`src/rtl/seg7_scan_driver_pkg.sv`:
```
// ----------------------------------------------------------------------------
// seg7_scan_driver_pkg
//   Shared definitions for the multiplexed seven-segment driver:
//     - segment bit positions (seg[0]=a ... seg[6]=g)
//     - 16-entry hex font as lit patterns (1 = segment on, no polarity)
//     - blink phase encoding
//     - small width helper for counters
// ----------------------------------------------------------------------------
package seg7_scan_driver_pkg;

    // Segment bit positions inside a 7-bit pattern.
    localparam int SEG_A = 0;
    localparam int SEG_B = 1;
    localparam int SEG_C = 2;
    localparam int SEG_D = 3;
    localparam int SEG_E = 4;
    localparam int SEG_F = 5;
    localparam int SEG_G = 6;

    // Lit pattern per hex digit, entry [n] is the glyph for nibble n.
    // Bit order is g f e d c b a (MSB..LSB).
    localparam logic [15:0][6:0] HEX_FONT = {
        7'h71,  // F : a e f g
        7'h79,  // E : a d e f g
        7'h5E,  // d : b c d e g
        7'h39,  // C : a d e f
        7'h7C,  // b : c d e f g
        7'h77,  // A : a b c e f g
        7'h6F,  // 9 : a b c d f g
        7'h7F,  // 8 : all
        7'h07,  // 7 : a b c
        7'h7D,  // 6 : a c d e f g
        7'h6D,  // 5 : a c d f g
        7'h66,  // 4 : b c f g
        7'h4F,  // 3 : a b c d g
        7'h5B,  // 2 : a b d e g
        7'h06,  // 1 : b c
        7'h3F   // 0 : a b c d e f
    };

    // Blink phase: digits flagged for blink go dark while in PH_DARK.
    typedef enum logic {
        PH_VISIBLE = 1'b0,
        PH_DARK    = 1'b1
    } blink_phase_e;

    // Counter width for a modulus of n states; never narrower than one bit
    // so a modulus of 1 still yields a legal (constant-zero) register.
    function automatic int unsigned cnt_width(input int unsigned n);
        return (n > 1) ? $clog2(n) : 1;
    endfunction

endpackage : seg7_scan_driver_pkg

```
`src/rtl/seg7_hex_font.sv`:
```
// ----------------------------------------------------------------------------
// seg7_hex_font
//   Combinational hex-to-seven-segment decoder. Produces the lit pattern only;
//   output polarity is handled by the caller.
//   Ports:
//     nibble_i  in  4  hex digit 0..F
//     lit_o     out 7  lit segments, lit_o[0]=a ... lit_o[6]=g
// ----------------------------------------------------------------------------
module seg7_hex_font
    import seg7_scan_driver_pkg::*;
(
    input  logic [3:0] nibble_i,
    output logic [6:0] lit_o
);

    assign lit_o = HEX_FONT[nibble_i];

endmodule : seg7_hex_font

```
`src/rtl/seg7_scan_driver.sv`:
```
// ----------------------------------------------------------------------------
// seg7_scan_driver
//   Time-multiplexed driver for DIGITS seven-segment digits sharing one
//   segment bus. A load strobe captures a pending register set; the active set
//   that feeds the display only changes at a frame boundary so a frame never
//   shows a mix of old and new digits. Digits can be blanked, given a decimal
//   point, or blinked at a rate of BLINK_FRAMES frames per half-period.
//
//   Parameters:
//     DIGITS         number of digits scanned (>= 1)
//     DIV            clock cycles each digit stays enabled (>= 1)
//     BLINK_FRAMES   frames per blink half-period (>= 1)
//     SEG_ACTIVE_LOW 1 = lit segment / dp driven low
//     DIG_ACTIVE_LOW 1 = enabled digit driven low
//   Ports:
//     clk     in   1         rising-edge clock
//     rst_n   in   1         asynchronous active-low reset
//     load    in   1         capture value/dp/blank/blink into pending set
//     value   in   4*DIGITS  nibble i = value[4i+3:4i], digit 0 rightmost
//     dp      in   DIGITS    decimal point lit for digit i
//     blank   in   DIGITS    digit i fully dark
//     blink   in   DIGITS    digit i dark during the blink-off phase
//     seg     out  7         segment bus, seg[0]=a ... seg[6]=g
//     seg_dp  out  1         decimal point
//     dig_en  out  DIGITS    one-hot digit enable
//     frame   out  1         pulse in the last display cycle of digit DIGITS-1
// ----------------------------------------------------------------------------
module seg7_scan_driver
    import seg7_scan_driver_pkg::*;
#(
    parameter int DIGITS         = 4,
    parameter int DIV            = 1000,
    parameter int BLINK_FRAMES   = 64,
    parameter bit SEG_ACTIVE_LOW = 1'b1,
    parameter bit DIG_ACTIVE_LOW = 1'b1
) (
    input  logic                  clk,
    input  logic                  rst_n,
    input  logic                  load,
    input  logic [4*DIGITS-1:0]   value,
    input  logic [DIGITS-1:0]     dp,
    input  logic [DIGITS-1:0]     blank,
    input  logic [DIGITS-1:0]     blink,
    output logic [6:0]            seg,
    output logic                  seg_dp,
    output logic [DIGITS-1:0]     dig_en,
    output logic                  frame
);

    localparam int PW = cnt_width(DIV);
    localparam int IW = cnt_width(DIGITS);
    localparam int FW = cnt_width(BLINK_FRAMES);

    localparam logic [PW-1:0] PRE_LAST = PW'(DIV - 1);
    localparam logic [IW-1:0] IDX_LAST = IW'(DIGITS - 1);
    localparam logic [FW-1:0] FRM_LAST = FW'(BLINK_FRAMES - 1);

    localparam logic [6:0]        SEG_OFF = {7{SEG_ACTIVE_LOW}};
    localparam logic [DIGITS-1:0] DIG_OFF = {DIGITS{DIG_ACTIVE_LOW}};

    // ------------------------------------------------------------------
    // State
    // ------------------------------------------------------------------
    logic [PW-1:0]          cnt_q,   cnt_d;
    logic [IW-1:0]          idx_q,   idx_d;
    logic [FW-1:0]          fcnt_q,  fcnt_d;
    blink_phase_e           phase_q, phase_d;

    logic [4*DIGITS-1:0]    pend_val_q,   pend_val_d;
    logic [DIGITS-1:0]      pend_dp_q,    pend_dp_d;
    logic [DIGITS-1:0]      pend_blank_q, pend_blank_d;
    logic [DIGITS-1:0]      pend_blink_q, pend_blink_d;

    logic [4*DIGITS-1:0]    act_val_q,    act_val_d;
    logic [DIGITS-1:0]      act_dp_q,     act_dp_d;
    logic [DIGITS-1:0]      act_blank_q,  act_blank_d;
    logic [DIGITS-1:0]      act_blink_q,  act_blink_d;

    logic [6:0]             seg_q,    seg_d;
    logic                   seg_dp_q, seg_dp_d;
    logic [DIGITS-1:0]      dig_en_q, dig_en_d;
    logic                   frame_q,  frame_d;

    // ------------------------------------------------------------------
    // Scan timing
    // ------------------------------------------------------------------
    logic tick;       // last cycle of the current digit slot
    logic wrap;       // last cycle of the last digit slot = frame boundary

    assign tick = (cnt_q == PRE_LAST);
    assign wrap = tick && (idx_q == IDX_LAST);

    // ------------------------------------------------------------------
    // Current digit decode (from the active set, before polarity)
    // ------------------------------------------------------------------
    logic [3:0]        cur_nib;
    logic [6:0]        cur_lit;
    logic              cur_dark;
    logic [DIGITS-1:0] cur_onehot;

    assign cur_nib  = act_val_q[4*int'(idx_q) +: 4];
    assign cur_dark = act_blank_q[idx_q] |
                      (act_blink_q[idx_q] & (phase_q == PH_DARK));

    seg7_hex_font u_font (
        .nibble_i (cur_nib),
        .lit_o    (cur_lit)
    );

    always_comb begin
        cur_onehot         = '0;
        cur_onehot[idx_q]  = 1'b1;
    end

    // ------------------------------------------------------------------
    // Next-state logic
    // ------------------------------------------------------------------
    always_comb begin
        // Prescaler / digit index / blink counters
        cnt_d   = tick ? '0 : cnt_q + 1'b1;
        idx_d   = idx_q;
        fcnt_d  = fcnt_q;
        phase_d = phase_q;
        if (tick) begin
            idx_d = (idx_q == IDX_LAST) ? '0 : idx_q + 1'b1;
        end
        if (wrap) begin
            if (fcnt_q == FRM_LAST) begin
                fcnt_d  = '0;
                phase_d = (phase_q == PH_VISIBLE) ? PH_DARK : PH_VISIBLE;
            end else begin
                fcnt_d  = fcnt_q + 1'b1;
            end
        end

        // Pending set: last load wins
        pend_val_d   = pend_val_q;
        pend_dp_d    = pend_dp_q;
        pend_blank_d = pend_blank_q;
        pend_blink_d = pend_blink_q;
        if (load) begin
            pend_val_d   = value;
            pend_dp_d    = dp;
            pend_blank_d = blank;
            pend_blink_d = blink;
        end

        // Active set only moves at the frame boundary; taking the *_d of the
        // pending set gives the bypass when load lands on that same cycle.
        act_val_d   = act_val_q;
        act_dp_d    = act_dp_q;
        act_blank_d = act_blank_q;
        act_blink_d = act_blink_q;
        if (wrap) begin
            act_val_d   = pend_val_d;
            act_dp_d    = pend_dp_d;
            act_blank_d = pend_blank_d;
            act_blink_d = pend_blink_d;
        end

        // Output registers: polarity applied last
        seg_d    = (cur_dark ? 7'h00 : cur_lit) ^ SEG_OFF;
        seg_dp_d = (cur_dark ? 1'b0 : act_dp_q[idx_q]) ^ SEG_ACTIVE_LOW;
        dig_en_d = cur_onehot ^ DIG_OFF;
        // Registered alongside the display, so it lines up with the final
        // displayed cycle of digit DIGITS-1.
        frame_d  = wrap;
    end

    // ------------------------------------------------------------------
    // Registers
    // ------------------------------------------------------------------
    always_ff @(posedge clk or negedge rst_n) begin
        if (!rst_n) begin
            cnt_q        <= '0;
            idx_q        <= '0;
            fcnt_q       <= '0;
            phase_q      <= PH_VISIBLE;
            pend_val_q   <= '0;
            pend_dp_q    <= '0;
            pend_blank_q <= '0;
            pend_blink_q <= '0;
            act_val_q    <= '0;
            act_dp_q     <= '0;
            act_blank_q  <= '0;
            act_blink_q  <= '0;
            seg_q        <= SEG_OFF;
            seg_dp_q     <= SEG_ACTIVE_LOW;
            dig_en_q     <= DIG_OFF;
            frame_q      <= 1'b0;
        end else begin
            cnt_q        <= cnt_d;
            idx_q        <= idx_d;
            fcnt_q       <= fcnt_d;
            phase_q      <= phase_d;
            pend_val_q   <= pend_val_d;
            pend_dp_q    <= pend_dp_d;
            pend_blank_q <= pend_blank_d;
            pend_blink_q <= pend_blink_d;
            act_val_q    <= act_val_d;
            act_dp_q     <= act_dp_d;
            act_blank_q  <= act_blank_d;
            act_blink_q  <= act_blink_d;
            seg_q        <= seg_d;
            seg_dp_q     <= seg_dp_d;
            dig_en_q     <= dig_en_d;
            frame_q      <= frame_d;
        end
    end

    assign seg    = seg_q;
    assign seg_dp = seg_dp_q;
    assign dig_en = dig_en_q;
    assign frame  = frame_q;

endmodule : seg7_scan_driver
```
`config.mk`:
```
export PLATFORM = sky130hd
export DESIGN_NAME = seg7_scan_driver
export DESIGN_NICKNAME = d
export VERILOG_FILES = /design/src/rtl/seg7_scan_driver_pkg.sv /design/src/rtl/seg7_hex_font.sv /design/src/rtl/seg7_scan_driver.sv
export SDC_FILE = /design/constraint.sdc
export NUM_CORES = 1
export LEC_CHECK = 0
export ABC_AREA = 1
export CAP_MARGIN = 20
export CORE_UTILIZATION = 55
export CTS_BUF_LIST = sky130_fd_sc_hd__clkbuf_8
export CTS_CLUSTER_DIAMETER = 200
export DETAILED_ROUTE_END_ITERATION = 16
export DONT_BUFFER_PORTS = 1
export HOLD_SLACK_MARGIN = 0.12
export PLACE_DENSITY_LB_ADDON = 0.12
export SLEW_MARGIN = 10
export SYNTH_ARGS = -nofsm -noshare
export SYNTH_HDL_FRONTEND = slang
export SYNTH_SLANG_ARGS = --single-unit
```
`constraint.sdc`:
```
create_clock -name clk -period 1.4 [get_ports clk]
set_input_delay 0.07 -clock clk [delete_from_list [all_inputs] [get_ports clk]]
set_output_delay 0.07 -clock clk [all_outputs]
set_load 0.01 [all_outputs]
```
# After elaboration in Yosys (flattened, before gate mapping)
# Memory sizes are Yosys's and may differ from the RTL's.
# Index checks and enable logic that the tools add are counted.
dict set report classes {
  add_sub_neg 3
  n_lt_le_gt_ge 3
  eq_ne 3
  shift 1
  n_mux 19
  bitwise 5
  reduce_logical 3
}
# operator n
set ops {}
lappend ops {{16-bit two-way mux} 1}
lappend ops {{16-bit by 5-bit indexed part select with 4-bit output} 1}
lappend ops {{7-bit two-way mux} 2}
lappend ops {{4-bit two-way mux} 3}
lappend ops {{10-bit by 1-bit adder with 10-bit output, second input constant} 1}
lappend ops {{10-bit == test, second input constant} 1}
lappend ops {{10-bit two-way mux} 1}
lappend ops {{7-bit inverter} 1}
lappend ops {{6-bit by 1-bit adder with 6-bit output, second input constant} 1}
lappend ops {{1-bit binary-select mux with 2-bit select} 3}
lappend ops {{6-bit == test, second input constant} 1}
lappend ops {{1-bit two-way mux} 6}
lappend ops {{6-bit two-way mux} 1}
lappend ops {{4-bit by 5-bit < comparator with 1-bit output, second input constant} 1}
lappend ops {{4-bit inverter} 1}
lappend ops {{2-bit by 3-bit < comparator with 1-bit output, second input constant} 1}
lappend ops {{2-bit by 1-bit adder with 2-bit output, second input constant} 1}
lappend ops {{1-bit demux with 2-bit select} 1}
lappend ops {{2-bit == test, second input constant} 1}
lappend ops {{2-bit by 1-bit greater-or-equal comparator with 1-bit output, second input constant} 1}
lappend ops {{1-bit logical AND} 2}
lappend ops {{2-bit two-way mux} 1}
lappend ops {{2-bit AND reduction} 1}
lappend ops {{1-bit AND} 1}
lappend ops {{2 further kinds} 2}
dict set report totals {
  reg_bits 88
  romBits 112
  in_bits 31
  out_inout_bits 13
  word_cells 54
  n_memories 1
}
# memory words width read_ports rd_clocked_by_memory_dff write_ports line_no
set memory_table {}
lappend memory_table {{(name not given)} 16 7 1 0 0 seg7_hex_font.sv:16} ;# assign lit_o = HEX_FONT[nibble_i];

# Depth between registers and ports, before layout
dict set report logic_depth {
  ltp_word 6
  ltp_mapped 11
  mapped_depth_nobuf 10
}

# Cells and area by module
# A second synthesis with hierarchy kept.
dict set report unflattened {
  cells_unflattened 493
  area_unflattened_um2 4060.1
}
# mod instances cells_each area_per_inst_um2 seq_area_each_um2
set modules_own_cells {}
lappend modules_own_cells {seg7_scan_driver 1 440 3757.4 2217.1}
lappend modules_own_cells {seg7_hex_font 1 53 302.8 0.0}

# Worst setup path before layout
# OpenSTA, ideal clock, no wires.
dict set report synth_timing {
  path_kind {register to register}
  start {reg idx_q[0]}
  end {reg seg_q[0] (netlist: seg[0])}
  arrival_ns 1.477
  t_required_ns 1.316
  setup_slack_ns -0.162
  path_stages_with_launch 12
  n_path_buf 1
  period_less_slack_ns 1.562
  path_cell_list {dfrtp_1 > inv_1 > buf_4 > nand2_1 > nand3_1 > nand2_1 > inv_1 > ha_1 > inv_1 > nand2_1 > nand3_1 > nand3_1}
}
dict set report synth_via {
  elab_chain_len 6
  word_cells_on_any_way 11
  classes_between {1 x shift; 6 x mux; 3 x bitwise; 1 x memory}
}
# element line_no
set synth_lines {}
lappend synth_lines {{from (decl)} seg7_scan_driver.sv:65} ;# logic [IW-1:0] idx_q, idx_d;
lappend synth_lines {{from (signal assigned)} seg7_scan_driver.sv:193} ;# idx_q <= idx_d;
lappend synth_lines {{branches (longest 4 deep; another with memory 16 x 7 bit)} --}
lappend synth_lines {{7-bit two-way mux *} seg7_scan_driver.sv:162} ;# seg_d = (cur_dark ? 7'h00 : cur_lit) ^ SEG_OFF;
lappend synth_lines {{7-bit inverter (no line) *} --}
lappend synth_lines {{named net seg_d[0]} seg7_scan_driver.sv:79} ;# logic [6:0] seg_q, seg_d;
lappend synth_lines {{to (signal assigned)} seg7_scan_driver.sv:204} ;# seg_q <= seg_d;
lappend synth_lines {{to (decl)} seg7_scan_driver.sv:79}
# Mark *: on every way through the listed nets, which the timed path passes. The select of a mux whose other input is x is not followed.
# A chain may end at the register's enable or synchronous reset.

# Worst setup path in the final report
dict set report layout_timing {
  start {reg idx_q[0]}
  end {reg seg_q[3] (netlist: seg[3])}
}
# The elaborated chain is that of the path after synthesis.

==> out/summary.txt <==
outcome: complete, but fails checks
failing checks: negative hold slack, negative setup slack
vias in the first global route: 3,215
Num CTS Buffers: 9
worst skew pair latency: 360 ps
global-route wire length before repair: 15,170 um
worst reg-to-reg setup slack: -90 ps
initial antenna violation count: 0
mapped cell area: 0.003998 sq mm
average footprint of a synthesized cell: 8.225 sq um
H-tree depth: 3
CP max FO: 6
Setup TNS: -412.8 ps
fmax: 669.8 MHz
Final period util: 106.6%
Worst-path clk slew: 100 ps
gpl congestion: 0.8900
Final Max Tran Viols: 0
Final Hold Violating Endpoints: 88
Top Ports: 44
Unique masters post-synth: 26
critical path required time: 1690 ps
Syn Inst Count: 486
R2R cell count: 10
Post-Place Worst Slack: -75.14 ps
dpl hpwl: 5189 um
height of the die: 87.26 um
Avg WL per Cell: 14.45 um
number of diodes: 0
Buffers on Ports: 0
Power Density: 858.1 mW/mm^2
Slew HR: 58.54%
GR Overflow Total: 0
Antenna Nets Post-Route: 0
Critical Path AT: 1790 ps
Startpoint Class: flop
end of the worst register-to-register path: seg[3]
most frequent cells in the layout: nand2_1, dfrtp_1, dlygate4sd3_1
DR vias: 3,381
Detailed Route Iter0 Violations: 152
Final Power: 4705 uW
flops & latches, synth: 88
Horiz. Die Dim: 87.26 um
# nets final: 616
DRC: 0
Hold-fix buffers, CTS: 58
hold crit path type: input pin to asynchronous set/reset pin
crit end category: flop
Worst-Margin Slew: 619.9 ps
final wirelength: 9738 um
Area growth syn-to-layout: 37.15%
worst r2r src: idx_q[0]
post-layout min period: 1493 ps
# fillers: 461
core area: 0.006907 sq mm
vias per cell: 5.016
clk_skew: 13.07 ps
Seq/Total Area, Yosys: 55.46%
initial core utilization: 57.88%
final hold slack: -602.8 ps
TritonRoute pass-1 iters: 5
Ys Warns: 0
CTS sink cnt: 88
GRT Resource Usage Total: 26.43%
largest net degree at the start of global routing: 89
layout cell share with drive strength beyond 1: 20.42%
commonest non-fill, non-tap cell in the layout: nand2_1
Crit Path Category: flop to flop
final core occ: 79.38%
Mapped Nets: 529
final count of negative-setup-slack endpoints: 6
static leakage: 0.002555 uW
slack of the critical path: -92.99 ps
Root Driver: clkbuf_8
area of the die: 0.007613 sq mm
FP Rows: 30
CTS tree: done
Max Buffers Root-to-Sink: 2
RSZ-0062 raised after global routing: yes
maximum vdd drop: 0.0006502 V
Max Cap Viol: 0
state kept, by name, summed over array words and instances (netlist names):
signal        flops
pend_dp_q         4
pend_blank_q      4
pend_blink_q      4
idx_q             2
pend_val_q       16
act_val_q        16
seg_dp            1
dig_en            4
frame             1
act_blank_q       4
phase_q           1
fcnt_q            6
act_dp_q          4
act_blink_q       4
seg               7
cnt_q            10
stage by stage:
step,instances,instance area [sq um]
finish,674,5483
global route,674,5483
CTS,669,5206
detailed placement,590,4327
global placement,590,4327
floorplan,486,4106
final cells by class:
cell class | count | area (sq um) | share of cell area [%]
Clock inverter | 7 | 77.57 | 1.415
Timing Repair Buffer | 90 | 925.9 | 16.89
Multi-Input combinational cell | 351 | 1866 | 34.03
Sequential cell | 88 | 2218 | 40.46
Clock buffer | 9 | 123.9 | 2.259
Inverter | 33 | 151.4 | 2.761
Tap cell | 96 | 120.1 | 2.191
critical path: stages, from the launching register on:
cell and delay, ps:
dfrtp_2 460, buf_6 160, nand2_4 60, nand3_2 90
nand2_4 160, inv_6 60, ha_4 160, nand3_4 80
nand2_1 60, nand2_1 80, nand3_2 60
kinds of logic (layout without fill, tap and decap cells):
family | after synthesis | count (layout) | synth area share, %
AOI/OAI and AO/OA | 18 | 18 | 2.379
xor gates and xnor gates | 3 | 3 | 0.6574
adders and majority gates | 12 | 12 | 3.756
buffers and inverters | 48 | 139 | 5.759
DFF | 88 | 88 | 55.46
and+or+nand+nor | 317 | 318 | 31.99
worst max-delay path by stage:
stage,startpoint,to,slack [ps],depth (start not counted)
after floorplan,idx_q[0],seg[1],-10,10
after global placement,idx_q[0],seg[3],3,10
after detailed placement,idx_q[0],seg[3],-80,10
after CTS,idx_q[0],seg[1],-50,9
after global routing,idx_q[0],seg[3],-160,10
final,idx_q[0],seg[3],-90,10
cells in the mapped netlist (all sizes together):
library cell / n / area [sq um]
a21oi: 6 / 30.03
a31oi: 1 / 6.260
buf: 13 / 96.34
clkbuf: 2 / 7.510
dfrtp: 76 / 1902
dfstp: 12 / 315.3
ha: 12 / 150.1
inv: 33 / 126.4
nand2: 250 / 943.4
nand3: 37 / 200.2
nand4: 4 / 31.28
nor2: 22 / 82.58
nor3: 3 / 15.01
o21ai: 9 / 45.04
o21bai: 1 / 7.510
o22ai: 1 / 6.260
or2: 1 / 6.260
xnor2: 1 / 8.760
xor2: 2 / 17.52
metal layers:
metal  GRT usage [%]  routed length [um]  up-vias
li1                -                   -     1682
met1           34.87                4229     1621
met2           44.11                5025       65
met3           4.739                 337       13
met4           8.942                 145        0
met5               0                   0        -
power breakdown:
group / internal, uW / switching, uW
Combinational: 156 / 108
Clock: 844 / 965
Sequential: 2610 / 20.3
Total: 3610 / 1090
what timing repair did:
action | in CTS | in global routing
gates resized for setup | 19 | 45
setup buffers | 5 | 3
gates cloned | 0 | 3
pin swaps | 6 | 18
endpoints found under the hold margin | 144 | 88
setup endpoints to repair | 25 | 60
Power figures use the tool's default switching activity.
